File: config.mk
export PLATFORM = sky130hd
export DESIGN_NAME = pixel_stream_receiver
export DESIGN_NICKNAME = d
export VERILOG_FILES = /design/src/rtl/pixel_stream_receiver_pkg.sv /design/src/rtl/dibit_byte_assembler.sv /design/src/rtl/pixel_stream_receiver.sv
export SDC_FILE = /design/constraint.sdc
export NUM_CORES = 1
export LEC_CHECK = 0
export CORE_MARGIN = 10
export CORE_UTILIZATION = 55
export CTS_BUF_LIST = sky130_fd_sc_hd__clkbuf_4 sky130_fd_sc_hd__clkbuf_8
export DETAILED_ROUTE_END_ITERATION = 6
export HOLD_SLACK_MARGIN = 0.15
export PLACE_DENSITY = 0.88
export SLEW_MARGIN = 25
export SYNTH_ARGS = -nofsm -noshare
export SYNTH_HDL_FRONTEND = slang
export SYNTH_SLANG_ARGS = --single-unit
File: constraint.sdc
create_clock -name clk -period 3.1 [get_ports clk]
set_clock_uncertainty 0.15 [all_clocks]
set_input_delay 0.62 -clock clk [delete_from_list [all_inputs] [get_ports clk]]
set_output_delay 0.62 -clock clk [all_outputs]
set_load 0.01 [all_outputs]
File: src/rtl/pixel_stream_receiver_pkg.sv
// Shared constants and FSM state type for the pixel stream link.
// Also used by the transmitter side.
package pixel_stream_receiver_pkg;

  localparam int PIXELS_PER_PKT = 320;
  localparam int FRAME_PIXELS   = 76800;
  localparam int ADDR_BYTES     = 3;

  typedef enum logic [1:0] {
    IDLE     = 2'd0,
    RX_ADDR  = 2'd1,
    RX_PIXEL = 2'd2,
    DRAIN    = 2'd3
  } rx_state_e;

endpackage

File: src/rtl/dibit_byte_assembler.sv
// Packs four dibits (LS dibit first) into a byte.
// byte_valid is combinational with the 4th dibit.
module dibit_byte_assembler (
  input  logic       clk,
  input  logic       rst,
  input  logic       axiiv,
  input  logic [1:0] axiid,
  input  logic       clear,
  output logic [7:0] data_byte,
  output logic       byte_valid
);

  logic [1:0] cnt;
  logic [5:0] sh;

  assign data_byte  = {axiid, sh};
  assign byte_valid = axiiv && !clear && (cnt == 2'd3);

  always_ff @(posedge clk) begin
    if (rst || clear || !axiiv) begin
      cnt <= 2'd0;
      sh  <= 6'd0;
    end else begin
      cnt <= cnt + 2'd1;
      sh  <= {axiid, sh[5:2]};
    end
  end

endmodule

File: src/rtl/pixel_stream_receiver.sv
// Receives address + pixel packets over a dibit stream and
// emits frame-buffer writes with wrap-around addressing.
module pixel_stream_receiver
  import pixel_stream_receiver_pkg::*;
#(
  parameter int PIXELS_PER_PKT =
    pixel_stream_receiver_pkg::PIXELS_PER_PKT,
  parameter int FRAME_PIXELS =
    pixel_stream_receiver_pkg::FRAME_PIXELS
) (
  input  logic        clk,
  input  logic        rst,
  input  logic        axiiv,
  input  logic [1:0]  axiid,
  output logic [16:0] pixel_addr,
  output logic [7:0]  pixel_data,
  output logic        pixel_we,
  output logic        line_done,
  output logic        pkt_err
);

  localparam int PW = $clog2(PIXELS_PER_PKT + 1);

  rx_state_e     state;
  logic          prev_v;
  logic          addr_err;
  logic [1:0]    addr_cnt;
  logic [PW-1:0] pix_cnt;
  logic [23:0]   base;
  logic [23:0]   base_nxt;
  logic [16:0]   wr_addr;
  logic          start;
  logic          clear;
  logic          byte_valid;
  logic [7:0]    rx_byte;

  // prev_v is forced high by rst so a packet cut by reset
  // is skipped until axiiv drops.
  assign start    = axiiv && !prev_v;
  assign clear    = (state == DRAIN) ||
                    (state == IDLE && !start);
  assign base_nxt = {base[15:0], rx_byte};

  dibit_byte_assembler u_asm (
    .clk        (clk),
    .rst        (rst),
    .axiiv      (axiiv),
    .axiid      (axiid),
    .clear      (clear),
    .data_byte  (rx_byte),
    .byte_valid (byte_valid)
  );

  always_ff @(posedge clk) begin
    if (rst) begin
      state      <= IDLE;
      prev_v     <= 1'b1;
      addr_err   <= 1'b0;
      addr_cnt   <= 2'd0;
      pix_cnt    <= '0;
      base       <= 24'd0;
      wr_addr    <= 17'd0;
      pixel_addr <= 17'd0;
      pixel_data <= 8'd0;
      pixel_we   <= 1'b0;
      line_done  <= 1'b0;
      pkt_err    <= 1'b0;
    end else begin
      prev_v    <= axiiv;
      pixel_we  <= 1'b0;
      line_done <= 1'b0;
      pkt_err   <= 1'b0;
      case (state)
        IDLE: begin
          if (start) begin
            state    <= RX_ADDR;
            addr_cnt <= 2'd0;
            pix_cnt  <= '0;
            base     <= 24'd0;
          end
        end
        RX_ADDR: begin
          if (!axiiv) begin
            state   <= IDLE;
            pkt_err <= 1'b1;
          end else if (byte_valid) begin
            base     <= base_nxt;
            addr_cnt <= addr_cnt + 2'd1;
            if (addr_cnt == 2'(ADDR_BYTES - 1)) begin
              if (base_nxt < 24'(FRAME_PIXELS)) begin
                state    <= RX_PIXEL;
                addr_err <= 1'b0;
                wr_addr  <= base_nxt[16:0];
              end else begin
                state    <= DRAIN;
                addr_err <= 1'b1;
              end
            end
          end
        end
        RX_PIXEL: begin
          if (!axiiv) begin
            state   <= IDLE;
            pkt_err <= 1'b1;
          end else if (byte_valid) begin
            pixel_we   <= 1'b1;
            pixel_addr <= wr_addr;
            pixel_data <= rx_byte;
            pix_cnt    <= pix_cnt + PW'(1);
            if (wr_addr == 17'(FRAME_PIXELS - 1))
              wr_addr <= 17'd0;
            else
              wr_addr <= wr_addr + 17'd1;
            if (pix_cnt == PW'(PIXELS_PER_PKT - 1))
              state <= DRAIN;
          end
        end
        DRAIN: begin
          if (!axiiv) begin
            state     <= IDLE;
            pkt_err   <= addr_err;
            line_done <= !addr_err;
          end
        end
        default: state <= IDLE;
      endcase
    end
  end

endmodule

# Yosys cells after proc, flatten, opt, wreduce, memory -nomap -nowiden
# Index checks and enable logic that the tools add are counted.
[word_totals]
reg_bits = 84
inputBits = 5
word_cells = 101
[classes]
addsub = 4
magnitude_cmp = 1
n_eq_ne = 19
mux = 35
n_bitwise = 3
reduce_logical = 25
[op_table]
columns = ["operator", "n"]
rows = [
  ["two-way mux 17 bit", 7],
  ["two-way mux 16 bit", 3],
  ["one-hot mux 17 bit (2 select lines)", 1],
  ["one-hot mux 16 bit (2 select lines)", 1],
  ["two-way mux 9 bit", 3],
  ["< comparator 24 x 17 -> 1 bit (second input constant)", 1],
  ["two-way mux 2 bit", 11],
  ["one-hot mux 9 bit (2 select lines)", 1],
  ["adder 17 x 1 -> 17 bit (second input constant)", 1],
  ["equality test 17 bit (second input constant)", 1],
  ["inequality test 2 bit (second input constant)", 8],
  ["inequality test 3 bit (second input constant)", 4],
  ["AND reduction 4 bit", 3],
  ["adder 9 x 1 -> 9 bit (second input constant)", 1],
  ["equality test 9 bit (second input constant)", 1],
  ["equality test 2 bit (second input constant)", 4],
  ["one-hot mux 2 bit (4 select lines)", 1],
  ["AND reduction 7 bit", 1],
  ["AND reduction 6 bit", 1],
  ["nonzero test 2 bit", 3],
  ["OR reduction 3 bit", 2],
  ["zero test 1 bit", 5],
  ["two-way mux 1 bit", 5],
  ["adder 2 x 1 -> 2 bit (second input constant)", 2],
  ["9 further kinds", 16],
]

# Logic depth before layout (Yosys ltp)
[depth]
word_depth = 11
mapped_depth = 10
depth_no_buf = 7

# Hierarchy
# Synthesis repeated with hierarchy kept, for this count alone.
[hier_totals]
hier_cells = 461
area_unflattened_um2 = 3828.7
[by_module_without_submodules]
columns = ["module", "n_inst", "cells_per_inst", "area_each_um2", "seq_area_each_um2"]
rows = [
  ["pixel_stream_receiver", 1, 441, 3528.4, 1521.5],
  ["dibit_byte_assembler", 1, 20, 300.3, 160.2],
]

# Worst setup path before layout
# OpenSTA, ideal clock, no wires.
[synth_path]
path_kind = "register to register"
start = "reg state[0]"
end = "reg wr_addr[5]"
arrival_ns = 2.018
path_slack_ns = 0.797
path_stages_with_launch = 10
period_less_slack_ns = 2.303
path_cell_list = "dfxtp_1 -> inv_1 -> ha_1 -> a21bo_4 -> nor2_4 -> or4b_1 -> buf_2 -> buf_6 -> a21oi_1 -> o32ai_2"
[synth_between]
elab_chain_cells = 8
word_cells_on_any_way = 18
[synth_rtl]
columns = ["element", "line_no", "text"]
rows = [
  ["from (decl)", "pixel_stream_receiver.sv:24", "rx_state_e state;"],
  ["from (signal assigned)", "pixel_stream_receiver.sv:56", "state <= IDLE;"],
  ["from (signal assigned)", "pixel_stream_receiver.sv:76", "state <= RX_ADDR;"],
  ["from (signal assigned)", "pixel_stream_receiver.sv:84", "state <= IDLE;"],
  ["zero test 2 bit", "pixel_stream_receiver.sv:41", "(state == IDLE && !start);"],
  ["logical AND 1 bit", "pixel_stream_receiver.sv:41", ""],
  ["logical OR 1 bit", "pixel_stream_receiver.sv:40", "assign clear = (state == DRAIN) ||"],
  ["zero test 1 bit", "dibit_byte_assembler.sv:17", "assign byte_valid = axiiv && !clear && (cnt == 2'd3);"],
  ["logical AND 1 bit (2 in a row)", "dibit_byte_assembler.sv:17", ""],
  ["inequality test 2 bit (no source line)", "-", ""],
  ["AND reduction 7 bit (no source line)", "-", ""],
  ["to (signal assigned)", "pixel_stream_receiver.sv:93", "wr_addr <= base_nxt[16:0];"],
  ["to (signal assigned)", "pixel_stream_receiver.sv:113", "wr_addr <= wr_addr + 17'd1;"],
  ["to (decl)", "pixel_stream_receiver.sv:31", "logic [16:0] wr_addr;"],
]
# Several ways; a longest one is shown, not always the timed one.
# A chain may end at the register's enable or synchronous reset.

# Final worst setup path
[layout_path]
start = "reg wr_addr[1]"
end = "reg wr_addr[0]"
[layout_between]
elab_chain_cells = 5
[layout_rtl]
columns = ["element", "line_no", "text"]
rows = [
  ["equality test 17 bit", "pixel_stream_receiver.sv:110", "if (wr_addr == 17'(FRAME_PIXELS - 1))"],
  ["two-way mux 17 bit", "pixel_stream_receiver.sv:110", ""],
  ["two-way mux 17 bit", "pixel_stream_receiver.sv:105", "end else if (byte_valid) begin"],
  ["two-way mux 17 bit", "pixel_stream_receiver.sv:102", "if (!axiiv) begin"],
  ["one-hot mux 17 bit (2 select lines)", "pixel_stream_receiver.sv:73", "case (state)"],
]
# No other way between the ends. The select of a mux whose other input is x is not followed.

==> results.md <==
- Total Die Area: 10,700 µm²
- Outcome: completed
- Worst skew pair latency: about 0.36 ns
- Maximum Capacitance Violations: 0
- EDFF count, synth: 0
- Critical Path Max Stage Delay: 0.50 ns
- Setup Total Neg Slack: 0 ns
- LEAKAGE: 1.58 nW
- Sequential cell area fraction in the yosys report: 43.7%
- Pre-CTS worst setup slack: 0.242 ns
- Fin cells: 583
- Dominant cell type by area after synthesis: sky130_fd_sc_hd__dfxtp_1
- Prevailing post-synth register cell: sky130_fd_sc_hd__dfxtp_1
- Mapped cell area: about 3800 µm²
- Fin util: 66.0%
- Average vias per placed instance: 5.72
- Antenna violations before repair: 0
- Crit Path Max Fanout: 14
- Clk slew on worst S/H paths: about 0.09 ns
- Netlist cell types: 53
- Cell with the biggest individual delay on the critical path: sky130_fd_sc_hd__nor4_1
- Setup repair after global routing missed its margin: no
- Global placer's final weighted congestion: 0.926
- Y dimension of the die: between 100 and 150 µm
- Global-route wire length before repair: 15,500 µm
- Worst-case headroom to the max-slew limit: 46.4%
- Total power density per cell area: around 460 nW/µm²
- Final critical-path setup slack: 0.495 ns
- Period utilization: a little over four fifths
- Startpoint class of the critical path: flip-flop
- Number of nets in the layout: 495
- Hold/Removal Path Class: flip-flop to flip-flop
- Finish-stage setup viols: 0
- Htree depth: 3
- Root buffer cell: sky130_fd_sc_hd__clkbuf_8
- Crit path buf inv count: 1
- Remaining design rule violation count: 0
- Data arrival time of the worst path: 2.70 ns
- Number of setup buffers added after CTS: 0
- Critical setup path kind: flip-flop to flip-flop
- Placement row count: 30
- Post-synthesis area per instance: 8.53 µm²
- CTS tree: built
- # placed instances: 567
- Kind of capture point of the worst setup path: flip-flop
- Antenna diode count: 0
- Synthesized flop and latch total: 84
- Area growth from synthesis to final layout: 16.5%
- Number of sinks driven by the clock tree: 84
- Family of cells with the greatest summed delay on the critical path: compound AO/OA/AOI/OAI gates
- Initial core utilization: a little under three fifths
- Fmax: 384 MHz
- Via count of the first global-routing pass: between 3,000 and 4,000
- Number of filler cells placed in the layout: 551
- VDD IR-drop max: a little over 0.3 mV
- Worst-case hold slack: 0.306 ns
- Area share of the leading cell type in the synthesized netlist: 43.7%
- Synthesis Warnings: 0
- Final-report hold violation count: 0
- Top cells by instance count after synthesis: sky130_fd_sc_hd__dfxtp_1 (84), sky130_fd_sc_hd__nand2_1 (69), sky130_fd_sc_hd__a21oi_1 (44), sky130_fd_sc_hd__nor2_1 (40), sky130_fd_sc_hd__and2_1 (24)
- Leftover overflow at the end of global routing: 0
- Worst-margin pin slew: 0.797 ns
- Cell types with the largest area share after synthesis: sky130_fd_sc_hd__dfxtp_1 (44%), sky130_fd_sc_hd__nand2_1 (6.7%), sky130_fd_sc_hd__a21oi_1 (5.7%)
- Final ANT Viol Nets: 0
- Post-Synthesis Net Count: ~460
- Sequential cell area: around 1700 µm²
- Width of the die: 104 µm
- Cell count after synthesis: 451
- Quantity of gates resized following cts: 0
- Drt first pass iters: 5
- Gr usage total: 16.8%
- Multi-input gate area in the final layout: 2010 µm²
- Port buffer count: 32
- Pins over their slew limit: 0
- Maximum count of clock buffers along a single path: 2
- Core ar.: just under 7000 µm²
- Fraction of layout cells with a size suffix above 1: 9.24%
- Number of buffers added by the clock tree synthesis step: 9
- Library cell with the highest instance count after synthesis: sky130_fd_sc_hd__dfxtp_1
- Detailed-placement wirelength estimate: approximately 6500 µm
- Num ports: 33
- Avg WL per Cell: ~16 µm
- CTS hold repair buffers: 0
- Ordered cell list for the critical path: ha_1, nand4_1, buf_4, nor4_1, a21oi_2, a221oi_1, a211oi_2
- Share of async-settable or async-resettable flops after synthesis: 0%
- Time the worst path needs with I/O delays and setup: 2.60 ns
- Required arrival time at the worst endpoint: ~3.2 ns
- 1st-iter DRT viols: 319
- Via total after detailed routing: 3,332
- Sum of routed wire length over all layers: around 9000 µm
- Maximum number of pins on one net before global-route repair: 35
## cell families (layout without fill, tap and decap cells)
family / Yosys count / after routing / synth area share, %
AO/OA/AOI/OAI: 90 / 90 / 15.8
XOR/XNOR: 9 / 9 / 2.05
adder cells (fa/ha/maj): 8 / 8 / 2.60
buffers and inverters: 38 / 74 / 4.13
flip-flops: 84 / 84 / 43.7
multiplexers: 21 / 21 / 5.50
AND/OR/NAND/NOR: 201 / 201 / 26.2
## flip-flops by register name (all words and copies together) (netlist names)
| name | flops |
|---|---|
| state | 2 |
| pixel_data | 8 |
| u_asm.cnt | 2 |
| pix_cnt | 9 |
| line_done | 1 |
| base | 16 |
| pkt_err | 1 |
| u_asm.sh | 6 |
| pixel_we | 1 |
| wr_addr | 17 |
| addr_err | 1 |
| prev_v | 1 |
| pixel_addr | 17 |
| addr_cnt | 2 |
## placed cells by master (no fill, tap or decap), types with 7 or more instances in the layout
cell                              netlist  routed
sky130_fd_sc_hd__dfxtp_1               84      84
sky130_fd_sc_hd__buf_4                  1      12
sky130_fd_sc_hd__nor2_1                40      40
sky130_fd_sc_hd__clkdlybuf4s50_1        0      31
sky130_fd_sc_hd__nor3_1                13      12
sky130_fd_sc_hd__a21oi_1               44      43
sky130_fd_sc_hd__nand2_1               69      69
sky130_fd_sc_hd__xor2_1                 9       9
sky130_fd_sc_hd__mux2i_1               20      20
sky130_fd_sc_hd__clkbuf_8               0       9
sky130_fd_sc_hd__and2_1                24      24
sky130_fd_sc_hd__inv_1                 14      14
sky130_fd_sc_hd__o21ai_0                7       7
sky130_fd_sc_hd__nand2b_1               7       7
sky130_fd_sc_hd__ha_1                   8       8
sky130_fd_sc_hd__nand3_1               10      10
sky130_fd_sc_hd__nand4_1                7       7
## metal layers
layer	track usage, %	vias to the layer above	wire length [µm]
li1	-	1638	-
met1	20.2	1579	3870
met2	27.9	97	4580
met3	5.02	18	554
met4	5.65	0	187
met5	0	-	0
## layout make-up
cell class                      count  share of cell area, %
Inverter                           14                   1.17
Sequential cell                    84                   37.5
Multi-Input combinational cell    329                   44.9
Timing Repair Buffer               44                   9.05
Tap cell                           96                   2.68
Clock inverter                      7                   1.87
Clock buffer                        9                   2.76
## worst reg2reg max path, delay by kind of cell (launching register included)
family                   cells  cell delay [ns]
AO/OA/AOI/OAI                3             0.76
AND/OR/NAND/NOR              2             0.62
flip-flops                   1             0.46
adder cells (fa/ha/maj)      1             0.31
buffers and inverters        1             0.18
## path summary, 6_finish.rpt
| kind | startpoint | to | slack (ns) | depth (start not counted) |
|---|---|---|---|---|
| setup / recovery | wr_addr[1] | wr_addr[0] | 0.50 | 7 |
| hold / removal | u_asm.cnt[0] | u_asm.cnt[0] | 0.31 | 1 |
| setup reg to reg | wr_addr[1] | wr_addr[0] | 0.50 | 7 |
| hold reg to reg | u_asm.cnt[0] | u_asm.cnt[0] | 0.31 | 1 |
## where the power goes
part | internal [W] | switching, W
Sequential | 0.00109 | 0.00000755
Combinational | 0.0000670 | 0.000108
Clock | 0.000386 | 0.000417
## stage by stage
step | instance area [µm²] | total power (W)
after CTS | 4480 | 0.00209
after global placement | 4270 | 0.00129
after detailed placement | 4270 | 0.00129
after global routing | 4480 | 0.00215
final | 4480 | 0.00207
after floorplan | 3850 | 0.00125
Power figures use the tool's default switching activity.
